**src/rtl/gf180mcu_osu_sc_12t_tbuf_arb_if.sv**
```systemverilog
// Bus-side signals between the tri-state driver bank (requesters) and the
// enable arbiter.
interface gf180mcu_osu_sc_12t_tbuf_arb_if #(
  parameter int N = 4
);
  localparam int OW = (N > 1) ? $clog2(N) : 1;

  logic [N-1:0]  REQ;
  logic [N-1:0]  EN;
  logic [N-1:0]  EN_BAR;
  logic          BUSY;
  logic [OW-1:0] OWNER;

  // Requester / driver-bank side
  modport master (output REQ, input EN, input EN_BAR, input BUSY, input OWNER);
  // Arbiter side
  modport slave  (input REQ, output EN, output EN_BAR, output BUSY, output OWNER);
endinterface

```
**src/rtl/gf180mcu_osu_sc_12t_tbuf_arb.sv**
```systemverilog
// Round-robin arbiter producing registered one-hot EN/EN_BAR pairs for a
// shared tri-state bus, with break-before-make dead cycles and a hold limit.
module gf180mcu_osu_sc_12t_tbuf_arb #(
  parameter int N       = 4,
  parameter int DEAD    = 1,
  parameter int MAXHOLD = 8
) (
  input  logic                            CLK,
  input  logic                            RST,
  gf180mcu_osu_sc_12t_tbuf_arb_if.slave   bus
);
  localparam int OW = (N > 1) ? $clog2(N) : 1;
  localparam int HW = $clog2(MAXHOLD + 1);

  localparam logic [1:0] IDLE  = 2'd0;
  localparam logic [1:0] GRANT = 2'd1;
  localparam logic [1:0] DEADT = 2'd2;

  localparam logic [HW-1:0] HOLD_MAX  = HW'(MAXHOLD);
  localparam logic [HW-1:0] HOLD_ONE  = HW'(1);
  localparam logic [3:0]    DEAD_INIT = 4'(DEAD - 1);
  localparam logic [N-1:0]  EN_ONE    = N'(1);
  localparam logic [OW-1:0] LAST_IDX  = OW'(N - 1);

  logic [1:0]    state_q, state_d;
  logic [HW-1:0] hold_q, hold_d;
  logic [3:0]    dead_q, dead_d;
  logic [OW-1:0] ptr_q, ptr_d;
  logic [OW-1:0] owner_q, owner_d;
  logic [N-1:0]  en_q, en_d;
  logic [N-1:0]  en_bar_q, en_bar_d;
  logic          busy_q, busy_d;

  logic [OW-1:0] win;
  logic          any_req;

  function automatic logic [OW-1:0] wrap_inc(input logic [OW-1:0] idx);
    return (idx == LAST_IDX) ? '0 : idx + 1'b1;
  endfunction

  // First requesting index at or after ptr, wrapping modulo N.
  function automatic logic [OW-1:0] pick(input logic [N-1:0] req,
                                         input logic [OW-1:0] ptr);
    logic [OW-1:0] cur;
    logic [OW-1:0] w;
    logic          found;
    cur   = ptr;
    w     = '0;
    found = 1'b0;
    for (int i = 0; i < N; i++) begin
      if (!found && req[cur]) begin
        found = 1'b1;
        w     = cur;
      end
      cur = wrap_inc(cur);
    end
    return w;
  endfunction

  always_comb begin
    state_d = state_q;
    hold_d  = hold_q;
    dead_d  = dead_q;
    ptr_d   = ptr_q;
    owner_d = owner_q;
    en_d    = en_q;
    win     = pick(bus.REQ, ptr_q);
    any_req = |bus.REQ;

    case (state_q)
      IDLE, DEADT: begin
        if (state_q == DEADT && dead_q != 4'd0) begin
          dead_d = dead_q - 4'd1;
        end else if (any_req) begin
          state_d = GRANT;
          en_d    = EN_ONE << win;
          owner_d = win;
          hold_d  = HOLD_ONE;
        end else begin
          state_d = IDLE;
          en_d    = '0;
          owner_d = '0;
        end
      end
      GRANT: begin
        // A dropped request and a timeout on the same edge are one release.
        if (!bus.REQ[owner_q] || hold_q == HOLD_MAX) begin
          state_d = DEADT;
          en_d    = '0;
          owner_d = '0;
          ptr_d   = wrap_inc(owner_q);
          dead_d  = DEAD_INIT;
          hold_d  = '0;
        end else begin
          hold_d = hold_q + HOLD_ONE;
        end
      end
      default: begin
        state_d = IDLE;
        en_d    = '0;
        owner_d = '0;
        hold_d  = '0;
        dead_d  = '0;
      end
    endcase

    en_bar_d = ~en_d;
    busy_d   = |en_d;
  end

  always_ff @(posedge CLK) begin
    if (RST) begin
      state_q  <= IDLE;
      hold_q   <= '0;
      dead_q   <= '0;
      ptr_q    <= '0;
      owner_q  <= '0;
      en_q     <= '0;
      en_bar_q <= '1;
      busy_q   <= 1'b0;
    end else begin
      state_q  <= state_d;
      hold_q   <= hold_d;
      dead_q   <= dead_d;
      ptr_q    <= ptr_d;
      owner_q  <= owner_d;
      en_q     <= en_d;
      en_bar_q <= en_bar_d;
      busy_q   <= busy_d;
    end
  end

  assign bus.EN     = en_q;
  assign bus.EN_BAR = en_bar_q;
  assign bus.BUSY   = busy_q;
  assign bus.OWNER  = owner_q;

endmodule

```
**src/flat_wrapper.sv**
```systemverilog
// flat-port wrapper written by rule: the top's interface ports become plain ports
module gf180mcu_osu_sc_12t_tbuf_arb_flat 
#(
  parameter int N       = 4,
  parameter int DEAD    = 1,
  parameter int MAXHOLD = 8
)
  (CLK, RST, bus_REQ, bus_EN, bus_EN_BAR, bus_BUSY, bus_OWNER);
  gf180mcu_osu_sc_12t_tbuf_arb_if #(.N(N)) bus_i ();
  input  logic CLK;
  input  logic RST;
  input wire logic [$bits(bus_i.REQ)-1:0] bus_REQ;
  output wire logic [$bits(bus_i.EN)-1:0] bus_EN;
  output wire logic [$bits(bus_i.EN_BAR)-1:0] bus_EN_BAR;
  output wire logic [$bits(bus_i.BUSY)-1:0] bus_BUSY;
  output wire logic [$bits(bus_i.OWNER)-1:0] bus_OWNER;
  assign bus_i.REQ = bus_REQ;
  assign bus_EN = bus_i.EN;
  assign bus_EN_BAR = bus_i.EN_BAR;
  assign bus_BUSY = bus_i.BUSY;
  assign bus_OWNER = bus_i.OWNER;
  gf180mcu_osu_sc_12t_tbuf_arb #(.N(N), .DEAD(DEAD), .MAXHOLD(MAXHOLD)) u_core (.CLK(CLK), .RST(RST), .bus(bus_i));
endmodule
```
**config.mk**
```make
export PLATFORM = sky130hd
export DESIGN_NAME = gf180mcu_osu_sc_12t_tbuf_arb_flat
export DESIGN_NICKNAME = d
export VERILOG_FILES = /design/src/rtl/gf180mcu_osu_sc_12t_tbuf_arb_if.sv /design/src/rtl/gf180mcu_osu_sc_12t_tbuf_arb.sv /design/src/flat_wrapper.sv
export SDC_FILE = /design/constraint.sdc
export NUM_CORES = 1
export LEC_CHECK = 0
export ABC_AREA = 0
export CORE_MARGIN = 2
export CORE_UTILIZATION = 54
export CTS_CLUSTER_DIAMETER = 50
export CTS_CLUSTER_SIZE = 28
export DETAILED_ROUTE_END_ITERATION = 16
export PLACE_DENSITY = 0.81
export SYNTH_ARGS = -nofsm -noshare
export SYNTH_HDL_FRONTEND = slang
export SYNTH_SLANG_ARGS = --single-unit
```
**constraint.sdc**
```tcl
create_clock -name CLK -period 2.3 [get_ports CLK]
set_input_delay 0.46 -clock CLK [delete_from_list [all_inputs] [get_ports CLK]]
set_output_delay 0.46 -clock CLK [all_outputs]
set_load 0.02 [all_outputs]
```
# Yosys cells after proc, flatten, opt, wreduce, memory -nomap -nowiden
# Cells that the tools add are included.
word_totals:
  inputBits: 6
  word_cells: 90
  ramBits: 0
  ff_bits: 23
  n_memories: 0
  latch_bits: 0
  output_inout_bits: 11
  rom_bits: 0
classes:
  reduce_logical: 18
  n_mux: 40
  n_lt_le_gt_ge: 5
  add_sub_neg: 6
  div: 0
  shift: 1
  n_mul: 0
  n_eq_ne: 11
  bitwise: 1
ops:
  columns: ["op", "n"]
  rows:
  - ["$mux 4", 8]
  - ["$mux 2", 13]
  - ["$pmux 4 s2", 3]
  - ["$lt 2x3->1 const B", 5]
  - ["$bmux 1 s2", 5]
  - ["$eq 2x2->1 const B", 5]
  - ["$mux 1", 9]
  - ["$add 2x1->2 const B", 4]
  - ["$pmux 2 s2", 2]
  - ["$reduce_and 2->1", 4]
  - ["$reduce_or 4->1", 2]
  - ["$ne 2x1->1 const B", 3]
  - ["$add 4x1->4 const B", 1]
  - ["$eq 4x4->1 const B", 1]
  - ["$logic_and 1x1->1", 4]
  - ["$logic_not 1->1", 4]
  - ["$not 4->4", 1]
  - ["$reduce_bool 4->1", 1]
  - ["$shl 1x2->4 const A", 1]
  - ["$sub 4x1->4 const B", 1]
  - ["$eq 2x1->1 const B", 1]
  - ["$logic_not 2->1", 1]
  - ["$ne 2x2->1 const B", 1]
  - ["$reduce_or 2->1", 1]
  - ["$logic_or 1x1->1", 1]

# Logic depth before layout (Yosys ltp)
logic_depth:
  word_depth: 17
  depth_mapped: 9
  mapped_depth_nobuf: 7

# Worst setup path after synthesis
# OpenSTA, ideal clock, no wires.
synth_timing:
  path_type: "register to register"
  from: "register u_core.owner_q[0] (netlist: u_core.bus.OWNER[0])"
  to: "register u_core.en_q[0] (netlist: u_core.bus.EN[0])"
  setup_ns: 0.117
  setup_slack_ns: 0.377
  required_ns: 2.183
  n_path_buf: 2
  synth_period_minus_slack_ns: 1.923
  path_stages_with_launch: 7
  arrival_time_ns: 1.806
  cell_sequence: "dfxtp_1 > mux4_2 > and3_1 > buf_6 > o21ba_1 > buf_6 > a32o_1"
synth_between:
  elab_chain_len: 6
synth_rtl:
  columns: ["element", "line", "text"]
  rows:
  - ["from (decl)", "gf180mcu_osu_sc_12t_tbuf_arb.sv:29", "logic [OW-1:0] owner_q, owner_d;"]
  - ["from (signal assigned)", "gf180mcu_osu_sc_12t_tbuf_arb.sv:126", "owner_q <= owner_d;"]
  - ["$bmux 1 s2", "gf180mcu_osu_sc_12t_tbuf_arb.sv:87", "if (!bus.REQ[owner_q] || hold_q == HOLD_MAX) begin"]
  - ["$mux 1 (not written as such)", "gf180mcu_osu_sc_12t_tbuf_arb.sv:87", null]
  - ["$logic_not 1->1", "gf180mcu_osu_sc_12t_tbuf_arb.sv:87", null]
  - ["$logic_or 1x1->1", "gf180mcu_osu_sc_12t_tbuf_arb.sv:87", null]
  - ["$mux 4", "gf180mcu_osu_sc_12t_tbuf_arb.sv:87", null]
  - ["$pmux 4 s2", "gf180mcu_osu_sc_12t_tbuf_arb.sv:70", "case (state_q)"]
  - ["to (signal assigned)", "gf180mcu_osu_sc_12t_tbuf_arb.sv:127", "en_q <= en_d;"]
  - ["to (decl)", "gf180mcu_osu_sc_12t_tbuf_arb.sv:30", "logic [N-1:0] en_q, en_d;"]
# Every way passes these cells. The select of a mux whose other input is x is not followed.
# A chain may end at the register's enable or synchronous reset.

# Final worst setup path
layout_timing:
  from: "register u_core.ptr_q[0]"
  to: "register u_core.en_bar_q[2] (netlist: u_core.bus.EN_BAR[2])"
layout_between:
  elab_chain_len: 17
  elab_cells_between_ends: 35
  classes_between: "add/sub: 3; eq/ne: 3; shift: 1; mux: 21; bitwise: 1; reduce/logical: 6"
layout_rtl:
  columns: ["element", "line", "text"]
  rows:
  - ["from (decl)", "gf180mcu_osu_sc_12t_tbuf_arb.sv:28", "logic [OW-1:0] ptr_q, ptr_d;"]
  - ["from (signal assigned)", "gf180mcu_osu_sc_12t_tbuf_arb.sv:125", "ptr_q <= ptr_d;"]
  - ["branches (longest 11 deep; another with $add 2x1->2)", null, null]
  - ["$mux 2 (*)", "gf180mcu_osu_sc_12t_tbuf_arb.sv:51", "if (!found && req[cur]) begin"]
  - ["$shl 1x2->4 (*)", "gf180mcu_osu_sc_12t_tbuf_arb.sv:76", "en_d = EN_ONE << win;"]
  - ["$mux 4 (*)", "gf180mcu_osu_sc_12t_tbuf_arb.sv:74", "end else if (any_req) begin"]
  - ["$mux 4 (*)", "gf180mcu_osu_sc_12t_tbuf_arb.sv:72", "if (state_q == DEADT && dead_q != 4'd0) begin"]
  - ["$pmux 4 s2 (*)", "gf180mcu_osu_sc_12t_tbuf_arb.sv:70", null]
  - ["$not 4->4 (*)", "gf180mcu_osu_sc_12t_tbuf_arb.sv:107", "en_bar_d = ~en_d;"]
  - ["to (signal assigned)", "gf180mcu_osu_sc_12t_tbuf_arb.sv:128", "en_bar_q <= en_bar_d;"]
  - ["to (decl)", "gf180mcu_osu_sc_12t_tbuf_arb.sv:31", "logic [N-1:0] en_bar_q, en_bar_d;"]
# Mark *: on every way between the ends. The select of a mux whose other input is x is not followed.

==> results.json <==
{
  "synthCells": 147,
  "hold_viol_final": 0,
  "ctsHoldBuffers": 0,
  "wire_per_inst_um": 14.59,
  "syn_avg_cell_area_um2": 9.031,
  "timing.final.ws_setup_ps": 169.1,
  "grt_pass1_vias": 1156,
  "layout-drive-gt1-share_pct": 11.90,
  "tightest_slew_ps": 389.0,
  "wirelength_um": 2859,
  "fin_crit_ps": 2131,
  "drc_errors": 0,
  "final_cells": 196,
  "grt_max_degree": 14,
  "startpoint": "u_core.ptr_q[0]$_SDFFE_PP0P_",
  "die_h_um": 53.58,
  "synth_fp_nets": 159,
  "hp-start": "u_core.dead_q[1]$_SDFFE_PP0P_",
  "gp_congestion": 0.8846,
  "criticalPathCategory": "flip-flop to flip-flop",
  "drv_slew": 0,
  "synth_cell_type_count": 56,
  "outcome": "complete, no violations",
  "die_area_mm2": 0.002871,
  "relSlewSlack_pct": 74.03,
  "yosysWarnings": 0,
  "vias_per_cell": 6.051,
  "clkLatencyLatePin_ps": 310,
  "grt.busiest_layer": "met2",
  "cts_setup_buffers": 0,
  "holdWs_ps": 503.7,
  "ys_async_sr_fraction_pct": 0,
  "final_util_pct": 68.55,
  "cts_max_level": 1,
  "post-route-period-util_pct": 92.65,
  "fp.dieW_um": 53.58,
  "ctsRootBufferMaster": "clkbuf_4",
  "cts_made_buffers": 3,
  "final_nets": 181,
  "use_met1_pct": 32.35,
  "syn_area_mm2": 0.001328,
  "cp.arrival_ps": 2340,
  "synth-seq-cells": 23,
  "postRouteAntennaNets": 0,
  "grt.total_usage_pct": 24.25,
  "post_cts_resized": 0,
  "peakVddDrop_mv": 0.4506,
  "critPathCaptureType": "flip-flop",
  "dp_cells": 192,
  "area_growth_pct": 17.53,
  "max-clock-path-buffers": 2,
  "core_area_mm2": 0.002276,
  "start_util_pct": 58.33,
  "antenna_found_initial": 0,
  "setup_viol": 0,
  "synth_edf_count": 0,
  "met3_usage_pct": 6.389,
  "clk_pin_slew_ps": 130,
  "grt.overflow.total": 0,
  "fmax_mhz": 469.3,
  "rsz0062_at_grt": "false",
  "ys_seq_area_share_pct": 34.68,
  "crit_required_ps": 2510,
  "worst_setup_path_start_kind": "flip-flop",
  "leakagePower_nw": 0.6079,
  "cts_sinks": 23,
  "grt_pass1_wl_um": 5057,
  "drt_iter0_drc": 32,
  "grt_use_met2_pct": 37.86,
  "diodes": 0,
  "r2r-start": "u_core.ptr_q[0]$_SDFFE_PP0P_",
  "clock_skew_ps": 9.830,
  "io_pins": 17,
  "firstDrtPassIters": 4,
  "cts_tree": "done",
  "synth_ff_type": "dfxtp_1",
  "routed-via-count": 1186,
  "dp.final_hpwl_um": 2167,
  "drv_cap": 0,
  "hp-class": "flip-flop to flip-flop",
  "num_rows": 17,
  "powerDensity_mw_per_mm2": 562.8,
  "dp_slack_ps": -23.16,
  "path_max_fanout": 11,
  "numPortBuffers": 16
}
[stage by stage]
step | setup TNS (ps) | instance area [um^2] | total power, W
after floorplan | 0 | 1328 | 0.0006171
after global placement | 0 | 1533 | 0.0006964
after detailed placement | -72.07 | 1533 | 0.0007023
after CTS | 0 | 1560 | 0.0008812
after global routing | 0 | 1560 | 0.0009271
final | 0 | 1560 | 0.0008781
[placed cells by master, fill, tap and decap left out, types with 2 or more instances in the layout]
cell type / synthesis / routed
a32oi_1: 4 / 4
inv_1: 7 / 7
a2bb2oi_1: 3 / 3
nand2_1: 12 / 12
and3b_1: 2 / 2
buf_4: 0 / 11
mux2i_1: 3 / 3
a32o_1: 3 / 3
dfxtp_1: 23 / 23
nand3b_1: 3 / 3
a21o_1: 2 / 2
and2_1: 4 / 4
xnor2_1: 2 / 2
clkbuf_4: 0 / 3
nand2b_1: 2 / 2
o21ai_0: 3 / 3
nor2b_1: 2 / 2
ha_1: 6 / 6
nor2_1: 15 / 15
clkdlybuf4s50_1: 0 / 16
a21oi_1: 6 / 6
[flip-flops by register name, indices dropped and copies added (netlist names)]
name	count
u_core.hold_q	4
u_core.bus.BUSY	1
u_core.bus.EN	4
u_core.bus.EN_BAR	4
u_core.bus.OWNER	2
u_core.ptr_q	2
u_core.state_q	2
u_core.dead_q	4
[cell usage after synthesis (3+ instances only)]
cell type,number,area [um^2]
o21ai_0,3,15.01
nor2_1,15,56.30
nand2_1,12,45.04
mux2i_1,3,30.03
a2bb2oi_1,3,26.28
a32oi_1,4,35.03
ha_1,6,75.07
a32o_1,3,30.03
nand3b_1,3,22.52
dfxtp_1,23,460.4
buf_6,4,45.04
and2_1,4,25.02
a21oi_1,6,30.03
inv_1,7,26.28
buf_2,4,20.02
[per-layer routing]
metal / up-vias / part of all wire, %
met5: - / 0
met3: 2 / 5.5
li1: 592 / -
met1: 560 / 47
met2: 32 / 47
met4: 0 / 0.56
[where the power goes]
group	switching [W]	internal [W]
sequential	0.0000247	0.000425
combinational	0.000126	0.000120
clock	0.000118	0.0000650
total	0.000269	0.000609
[cell families (layout without fill, tap and decap cells)]
group                      count (synthesis)  after routing  share of synthesized area (%)
buffers and inverters                     17             38                          7.446
DFF                                       23             23                          34.68
AOI/OAI and AO/OA                         44             44                          25.92
muxes                                      4              4                          3.958
adders and majority gates                  6              6                          5.655
and+or+nand+nor                           51             51                          21.02
xor gates and xnor gates                   2              2                          1.320
[critical path: stages, from the launching register on]
cell,delay [ps]
dfxtp_1,330
ha_1,410
o21ba_2,290
a2bb2oi_1,150
o21ai_0,140
a311o_1,390
o31a_1,340
[final timing paths]
| check | endpoint | slack, ps | cells past startpoint |
|---|---|---|---|
| worst min register to register | u_core.dead_q[1]$_SDFFE_PP0P_ | 500 | 2 |
| worst max-delay path | u_core.bus.EN_BAR[2]$_SDFF_PP1_ | 170 | 6 |
| worst min-delay path | u_core.dead_q[1]$_SDFFE_PP0P_ | 500 | 2 |
| worst max register to register | u_core.bus.EN_BAR[2]$_SDFF_PP1_ | 170 | 6 |
[cell type report]
class                      count  area, um^2
multi-input combinational    107       768.2
clock inverter                 1       5.005
fill                         184       715.7
clock buffer                   3       22.52
timing repair buffer          27       242.7
tap                           28       35.03
inverter                       7       26.28
sequential                    23       460.4
No activity file was read; power rests on OpenSTA's default activity.
